### src/rtl/rf_pkg.sv
// Shared constants and types for the register-file write-port arbiter.
// Holds the commit-stage record and the one-hot helper used for the pending mask.
package rf_pkg;

   localparam int RF_ADDR_W   = 5;
   localparam int RF_DATA_W   = 32;
   localparam int RF_NUM_REGS = 32;
   localparam logic [RF_ADDR_W-1:0] RF_ZERO_REG = 5'd0;

   typedef struct packed {
      logic [RF_ADDR_W-1:0] addr;
      logic [RF_DATA_W-1:0] data;
   } rf_wr_t;

   function automatic logic [RF_NUM_REGS-1:0] rf_onehot(input logic [RF_ADDR_W-1:0] a);
      logic [RF_NUM_REGS-1:0] v;
      v    = '0;
      v[a] = 1'b1;
      return v;
   endfunction

endpackage

### src/rtl/rr_arbiter.sv
// Combinational round-robin picker: first asserted request at or after ptr,
// wrapping modulo NUM_REQ. The pointer itself lives in the caller.
module rr_arbiter #(
   parameter int NUM_REQ = 3
) (
   input  logic [NUM_REQ-1:0]         req,
   input  logic [$clog2(NUM_REQ)-1:0] ptr,
   output logic [NUM_REQ-1:0]         grant,
   output logic [$clog2(NUM_REQ)-1:0] grant_idx,
   output logic                       any
);

   localparam int IDX_W = $clog2(NUM_REQ);

   logic [IDX_W-1:0] idx_s;

   always_comb begin
      grant     = '0;
      grant_idx = '0;
      any       = 1'b0;
      idx_s     = '0;
      for (int k = 0; k < NUM_REQ; k++) begin
         idx_s = IDX_W'((int'(ptr) + k) % NUM_REQ);
         if (!any && req[idx_s]) begin
            grant[idx_s] = 1'b1;
            grant_idx    = idx_s;
            any          = 1'b1;
         end else begin
            any = any;
         end
      end
   end

endmodule

### src/rtl/rf_write_arbiter.sv
// Shares the register file's single write port between NUM_REQ writeback sources
// through round-robin arbitration and a one-entry registered commit stage.
module rf_write_arbiter
   import rf_pkg::*;
#(
   parameter int NUM_REQ = 3,
   parameter int ADDR_W  = RF_ADDR_W,
   parameter int DATA_W  = RF_DATA_W
) (
   input  logic                        clk,
   input  logic                        rst,
   input  logic [NUM_REQ-1:0]          req_valid,
   input  logic [NUM_REQ*ADDR_W-1:0]   req_addr,
   input  logic [NUM_REQ*DATA_W-1:0]   req_data,
   output logic [NUM_REQ-1:0]          req_ready,
   output logic                        rf_we,
   output logic [ADDR_W-1:0]           rf_addr,
   output logic [DATA_W-1:0]           rf_wdata,
   output logic [(2**ADDR_W)-1:0]      pending_mask,
   output logic [$clog2(NUM_REQ)-1:0]  grant_id
);

   localparam int IDX_W = $clog2(NUM_REQ);

   logic [NUM_REQ-1:0]     grant_s;
   logic [IDX_W-1:0]       grant_idx_s;
   logic                   any_s;
   logic                   xfer_s;

   logic [IDX_W-1:0]       ptr_q, ptr_d;
   rf_wr_t                 stage_q, stage_d;
   logic                   we_q, we_d;
   logic [IDX_W-1:0]       gid_q, gid_d;
   logic [(2**ADDR_W)-1:0] pmask_q, pmask_d;

   rr_arbiter #(
      .NUM_REQ (NUM_REQ)
   ) u_rr (
      .req       (req_valid),
      .ptr       (ptr_q),
      .grant     (grant_s),
      .grant_idx (grant_idx_s),
      .any       (any_s)
   );

   // Grant is a pure function of valid/ptr/rst, so ready never looks at payload.
   assign req_ready = rst ? '0 : grant_s;
   assign xfer_s    = any_s & ~rst;

   always_comb begin
      ptr_d   = ptr_q;
      stage_d = stage_q;
      we_d    = 1'b0;
      gid_d   = '0;
      pmask_d = '0;
      if (xfer_s) begin
         stage_d.addr = req_addr[int'(grant_idx_s)*ADDR_W +: ADDR_W];
         stage_d.data = req_data[int'(grant_idx_s)*DATA_W +: DATA_W];
         gid_d        = grant_idx_s;
         // x0 is architecturally read-only: complete the handshake but suppress the write.
         we_d         = (stage_d.addr != RF_ZERO_REG);
         pmask_d      = we_d ? rf_onehot(stage_d.addr) : '0;
         ptr_d        = (grant_idx_s == IDX_W'(NUM_REQ - 1)) ? '0 : grant_idx_s + IDX_W'(1);
      end else begin
         ptr_d = ptr_q;
      end
   end

   always_ff @(posedge clk) begin
      if (rst) begin
         ptr_q   <= '0;
         stage_q <= '0;
         we_q    <= 1'b0;
         gid_q   <= '0;
         pmask_q <= '0;
      end else begin
         ptr_q   <= ptr_d;
         stage_q <= stage_d;
         we_q    <= we_d;
         gid_q   <= gid_d;
         pmask_q <= pmask_d;
      end
   end

   assign rf_we        = we_q;
   assign rf_addr      = stage_q.addr;
   assign rf_wdata     = stage_q.data;
   assign grant_id     = gid_q;
   assign pending_mask = pmask_q;

endmodule

### config.mk
export PLATFORM = sky130hd
export DESIGN_NAME = rf_write_arbiter
export DESIGN_NICKNAME = d
export VERILOG_FILES = /design/src/rtl/rf_pkg.sv /design/src/rtl/rr_arbiter.sv /design/src/rtl/rf_write_arbiter.sv
export SDC_FILE = /design/constraint.sdc
export NUM_CORES = 1
export LEC_CHECK = 0
export CAP_MARGIN = 10
export CORE_MARGIN = 2
export CORE_UTILIZATION = 39
export CTS_CLUSTER_SIZE = 25
export DETAILED_ROUTE_END_ITERATION = 7
export HOLD_SLACK_MARGIN = 0.1
export PLACE_DENSITY_LB_ADDON = 0.1
export SETUP_SLACK_MARGIN = 0.3
export SLEW_MARGIN = 5
export SYNTH_ARGS = -nofsm -noshare
export SYNTH_HDL_FRONTEND = slang
export SYNTH_HIERARCHICAL = 1
export SYNTH_SLANG_ARGS = --single-unit
### constraint.sdc
create_clock -name clk -period 3.5 [get_ports clk]
set_input_delay 0.7 -clock clk [delete_from_list [all_inputs] [get_ports clk]]
set_output_delay 0.7 -clock clk [all_outputs]
set_load 0.01 [all_outputs]
Word-level counts from Yosys, hierarchy flattened
Index checks and enable logic that the tools add are counted.
{"block": "totals", "memories": 0, "regBits": 74, "mem_bits_rw": 0, "word_cells": 66, "romBits": 0, "latch_bits": 0}
{"block": "op_classes", "multipliers": 1, "n_bitwise": 6, "muxes": 25, "n_lt_le_gt_ge": 8, "addsub": 3, "n_reduce_logical": 11, "shift": 2, "div_mod_pow": 3, "n_eq_ne": 1}
{"op": "indexed part select 96 x 8 -> 32 bit", "count": 1}
{"op": "remainder unit 32 x 3 -> 32 bit, second input constant", "count": 2}
{"op": "remainder unit 3 x 3 -> 32 bit, second input constant", "count": 1}
{"op": "indexed part select 15 x 6 -> 5 bit", "count": 1}
{"op": "2-to-1 mux 3 bit", "count": 4}
{"op": "2-to-1 mux 1 bit", "count": 10}
{"op": "< comparator 2 x 3 -> 1 bit, second input constant", "count": 3}
{"op": "2-to-1 mux 2 bit", "count": 4}
{"op": "binary-select mux 1 bit (select 2 bit)", "count": 3}
{"op": "demux 1 bit (select 2 bit)", "count": 3}
{"op": "greater-or-equal comparator 2 x 1 -> 1 bit, second input constant", "count": 3}
{"op": "logical AND 1 bit", "count": 6}
{"op": "< comparator 5 x 6 -> 1 bit, second input constant", "count": 1}
{"op": "bitwise OR 3 bit", "count": 2}
{"op": "demux 1 bit (select 5 bit)", "count": 1}
{"op": "greater-or-equal comparator 5 x 1 -> 1 bit, second input constant", "count": 1}
{"op": "multiplier 2 x 3 -> 5 bit, second input constant", "count": 1}
{"op": "nonzero test 5 bit", "count": 1}
{"op": "adder 2 x 1 -> 3 bit, second input constant", "count": 1}
{"op": "adder 2 x 2 -> 3 bit, second input constant", "count": 1}
{"op": "inverter 1 bit", "count": 3}
{"op": "OR reduction 3 bit", "count": 1}
{"op": "adder 2 x 1 -> 2 bit, second input constant", "count": 1}
{"op": "equality test 2 bit, second input constant", "count": 1}
{"op": "other kinds (3)", "count": 4}

Logic depth before layout (Yosys ltp)
{"block": "logic_depth", "ltp_word": 16, "ltp_mapped": 14}

Cells and area by module
Netlist, hierarchy kept.
{"module": "rf_write_arbiter", "cells_each": 343, "area_each_um2": 3098.0, "seq_area_each_um2": 1481.4, "instances": 1}
{"module": "rr_arbiter", "cells_each": 53, "area_each_um2": 347.8, "seq_area_each_um2": 0.0, "instances": 1}

Worst setup path after synthesis
OpenSTA, ideal clock, no wires.
{"block": "synth_timing", "kind": "register -> register", "startpoint": "register ptr_q[1]", "endpoint": "register pmask_q[6] (netlist: pending_mask[6])", "slack_ps": 1014, "t_required_ps": 3433, "path_stages_with_launch": 14, "n_path_buf": 3, "synth_period_minus_slack_ps": 2486, "arrival_time_ps": 2419, "cell_sequence": "dfxtp_1 > inv_1 > ha_1 > buf_6 > mux2i_2 > or2_4 > a21oi_2 > a21oi_1 > buf_6 > nor2b_4 > buf_6 > o2bb2ai_2 > or4_4 > nor2_1"}
{"block": "synth_via", "elab_chain_len": 16, "elab_cells_between_ends": 33}
{"item": "start, declared", "line": "rf_write_arbiter.sv:30", "rtl": "logic [IDX_W-1:0] ptr_q, ptr_d;"}
{"item": "start signal, assigned", "line": "rf_write_arbiter.sv:77", "rtl": "ptr_q <= ptr_d;"}
{"item": "branches (longest 9 deep; another with remainder unit 32 x 3 -> 32 bit)"}
{"item": "2-to-1 mux 2 bit *", "line": "rr_arbiter.sv:24", "rtl": "if (!any && req[idx_s]) begin"}
{"item": "via grant_idx_s[0]", "line": "rf_write_arbiter.sv:26", "rtl": "logic [IDX_W-1:0] grant_idx_s;"}
{"item": "multiplier 2 x 3 -> 5 bit *", "line": "rf_write_arbiter.sv:57", "rtl": "stage_d.addr = req_addr[int'(grant_idx_s)*ADDR_W +: ADDR_W];"}
{"item": "indexed part select 15 x 6 -> 5 bit *", "line": "rf_write_arbiter.sv:57"}
{"item": "< comparator 5 x 6 -> 1 bit (implied by the code) / greater-or-equal comparator 5 x 1 -> 1 bit (equally long branches)", "line": "rf_pkg.sv:18", "rtl": "v[a] = 1'b1;"}
{"item": "logical AND 1 bit (implied by the code)", "line": "rf_pkg.sv:18"}
{"item": "2-to-1 mux 1 bit (implied by the code)", "line": "rf_pkg.sv:18"}
{"item": "demux 1 bit (select 5 bit)", "line": "rf_pkg.sv:18"}
{"item": "end signal, assigned", "line": "rf_write_arbiter.sv:81", "rtl": "pmask_q <= pmask_d;"}
{"item": "end, declared", "line": "rf_write_arbiter.sv:34", "rtl": "logic [(2**ADDR_W)-1:0] pmask_q, pmask_d;"}
Mark *: on every way through the listed nets, which the timed path passes. The select of a mux whose other input is x is not followed.
A chain may end at the register's enable or synchronous reset.

Worst setup path after layout
{"block": "layout_timing", "startpoint": "register ptr_q[1]", "endpoint": "output req_ready[2]"}
{"block": "layout_via", "elab_chain_len": 11, "elab_cells_between_ends": 38}
{"item": "adder 2 x 1 -> 3 bit / remainder unit 3 x 3 -> 32 bit (equally long branches)", "line": "rr_arbiter.sv:23", "rtl": "idx_s = IDX_W'((int'(ptr) + k) % NUM_REQ);"}
{"item": "remainder unit 32 x 3 -> 32 bit, or another cell as far along", "line": "rr_arbiter.sv:23"}
{"item": "< comparator 2 x 3 -> 1 bit (implied by the code), or another cell as far along", "line": "rr_arbiter.sv:25", "rtl": "grant[idx_s] = 1'b1;"}
{"item": "logical AND 1 bit (implied by the code), or another cell as far along", "line": "rr_arbiter.sv:25"}
{"item": "2-to-1 mux 1 bit (implied by the code), or another cell as far along", "line": "rr_arbiter.sv:25"}
{"item": "demux 1 bit (select 2 bit), or another cell as far along"}
{"item": "bitwise OR 3 bit (no line) / 2-to-1 mux 1 bit (equally long branches)"}
{"item": "2-to-1 mux 3 bit / logical NOT 1 bit (equally long branches)", "line": "rr_arbiter.sv:24"}
{"item": "bitwise OR 3 bit (no line) / logical AND 1 bit (equally long branches)"}
{"item": "2-to-1 mux 3 bit *", "line": "rr_arbiter.sv:24"}
{"item": "via grant_s[2]", "line": "rf_write_arbiter.sv:25", "rtl": "logic [NUM_REQ-1:0] grant_s;"}
{"item": "2-to-1 mux 3 bit *", "line": "rf_write_arbiter.sv:47", "rtl": "assign req_ready = rst ? '0 : grant_s;"}
{"item": "end, declared", "line": "rf_write_arbiter.sv:15", "rtl": "output logic [NUM_REQ-1:0] req_ready,"}
The timed path passes the listed nets; every way through them passes the cells marked *. The select of a mux whose other input is x is not followed.

==> reports/metrics.csv <==
stage,metric,value,unit
die,die_area,9603,um^2
timing,setup_viol,0,
final_layout,syn_to_final_growth,64.38,%
global_routing,grt_pass1_wl,16.24,mm
power,power.leakage,2.146,nW
cts,clock-sinks,74,
timing,maxSlewHeadroom,66.05,%
detailed_routing,dr_total_vias,3471,
setup_path,end_kind,output port,
final_layout,register_area,1484,um^2
cts,hold_buffers,0,
timing,worst_slack,0.4493,ns
detailed_routing,drt_iter0_drc,38,
detailed_routing,wl_met1,4.182,mm
logic_synthesis,avgSynthCellArea,8.702,um^2
power,p_per_area,736.1,nW/um^2
detailed_routing,met2_length,5.078,mm
logic_synthesis,synth_nets,516,
run,cap_violations,0,
logic_synthesis,synth_area_leaders,"dfxtp_1 43%, mux2i_1 12%, nor2_1 11%",
logic_synthesis,synth-seq-area-share,42.99,%
logic_synthesis,synth-main-ff-cell,dfxtp_1,
global_routing,grt_max_degree,45,
cts,path_clk_slew,0.09,ns
global_routing,track_usage,20.92,%
timing,finalHoldViolations,0,
logic_synthesis,yosysTopAreaCell,dfxtp_1,
logic_synthesis,yosys_warnings,6,
timing,worst_clock_skew,0.006517,ns
setup_path,critPathLaunchType,flop,
timing,max_freq,0.3278,GHz
logic_synthesis,synth_area,3446,um^2
timing,finalCritPeriodShare,87.16,%
final_layout,fillers,740,
timing,setup_tns,0,ns
die,die_h,98.00,um
detailed_routing,highest_layer,met4,
detailed_routing,routed_wl,10.14,mm
setup_path,cp.required,2.80,ns
placed_design,io_buffers,190,
cts,cts_made_buffers,9,
global_routing,grt_pass1_vias,3418,
logic_synthesis,synth_edf_count,0,
setup_path,cp_max_fo,8,
detailed_routing,wl_per_cell,14.69,um
timing,fin_crit,3.051,ns
logic_synthesis,synth_top_area_share,42.99,%
timing,slew_viol_final,0,
final_layout,nets,697,
timing,rsz0062_at_grt,no,
detailed_routing,drt-vias-per-instance,5.030,
final_layout,drive_above_1_share,8.591,%
cts,clock_latency,0.34,ns
detailed_routing,met3WireLength,796,um
global_routing,gr-total-overflow,0,
setup_path,arrival,2.35,ns
power,vdd_ir_drop_max,0.0003144,V
die,fp-row-count,34,
placed_design,dp_hpwl,7.733,mm
placed_design,place.gp.congestion,0.8151,
cts,tritoncts,done,
min_path,hp-class,reg -> reg,
die,die_x,98.00,um
die,ios,191,
die,start_util,39.90,%
final_layout,diodes,0,
timing,worstMarginPinSlew,0.5073,ns
cts,clock-root-buffer,clkbuf_8,
detailed_routing,firstDrtPassIters,4,
setup_path,worstSetupPathType,reg -> out,
cts,ctsHtreeMaxLevel,3,
logic_synthesis,async_reset_ff_share,0,%
final_layout,multi_input_area,1853,um^2
die,core-area,8636,um^2
logic_synthesis,ys_seq_elements,74,
final_layout,layout_commonest_cell,clkdlybuf4s50_1,
final_layout,final_cell_mix,"185 x clkdlybuf4s50_1, 101 x nor2_1, 72 x dfxtp_1, 40 x mux2i_1",
placed_design,dp_slack,0.1435,ns
logic_synthesis,syn_inst,396,
detailed_routing,antenna_left,0,
logic_synthesis,synth_cell_types,42,
detailed_routing,drc_errors,0,
global_routing,antenna_found_initial,0,
cts,clockBufferDepth,2,
run_status,status,"finished, final reports clean",
[worst max-delay path: stages, from the launching register on]
cell and delay (ns):
dfxtp_2 0.35, inv_1 0.11, ha_4 0.21, mux2i_4 0.28, or2_4 0.19, a21boi_1 0.18
nor2b_1 0.15, clkdlybuf4s50_1 0.54
[routing by layer]
metal	vias to the layer above	track usage, %
met3	7	7.588
met4	0	5.128
met1	1593	23.90
li1	1754	-
met5	-	0
met2	117	37.14
[metrics by stage]
step	power, mW	hold WS, ns	cells	cell area, um^2	util [%]
finish	4.170	0.4989	690	5664	65.59
floorplan	2.604	0.5136	396	3446	-
detailed placement	3.476	0.4901	674	5419	62.75
global route	4.485	0.5208	690	5664	65.59
global placement	3.445	0.4843	674	5419	62.75
CTS	4.185	0.5013	690	5638	65.29
[cell families after synthesis]
| logic type | count (synthesis) | synth area share, % |
|---|---|---|
| AO/OA/AOI/OAI | 96 | 19.35 |
| adder cells (fa/ha/maj) | 4 | 1.452 |
| buffers and inverters | 34 | 5.120 |
| flip-flops | 74 | 42.99 |
| multiplexers | 41 | 12.02 |
| other | 1 | 0.1088 |
| AND/OR/NAND/NOR | 146 | 18.95 |
[state kept, by name (all words and copies together), names as in the netlist]
name and count:
grant_id 2, rf_we 1, rf_wdata 32, rf_addr 5, ptr_q 2, pending_mask 32
[worst paths after layout]
kind                                  start                to  slack (ns)  cells past startpoint
worst max-delay path               ptr_q[1]      req_ready[2]        0.45                      7
worst min-delay path            rf_wdata[6]       rf_wdata[6]        0.50                      2
worst min register to register  rf_wdata[6]       rf_wdata[6]        0.50                      2
worst max register to register     ptr_q[0]  pending_mask[25]        0.64                     11
[cells in the mapped netlist (all sizes together), types with 2 or more instances]
cell type and n:
a2bb2oi 4, a31oi 3, dfxtp 74, a211oi 34, nor2b 9, o211ai 2
a21oi 36, nand2 15, nor2 101, and2 2, nand2b 4, ha 4
o32ai 2, o2bb2ai 6, nand3 2, mux2i 41, o21ai 3, buf 11
or4 4, nand4 4, inv 4, clkbuf 19
[repair_timing]
action,CTS,global route
setup endpoints to repair,3,2
buffers inserted,0,0
gates resized for setup,8,6
endpoints found under the hold margin,0,0
[power by group]
part | total [mW] | switching (mW) | internal (mW)
clock | 0.693 | 0.349 | 0.344
combinational | 2.30 | 1.22 | 1.08
sequential | 1.18 | 0.104 | 1.07
total | 4.17 | 1.67 | 2.50
[cell type report]
type | count | share of cell area (%)
multi-input cells | 288 | 32.71
flip-flops and latches | 74 | 26.20
clock inverters | 7 | 1.524
well taps | 108 | 2.386
inverters | 4 | 0.2651
repair buffers | 200 | 34.73
clock buffers | 9 | 2.187
(Power assumes the default switching activity.)
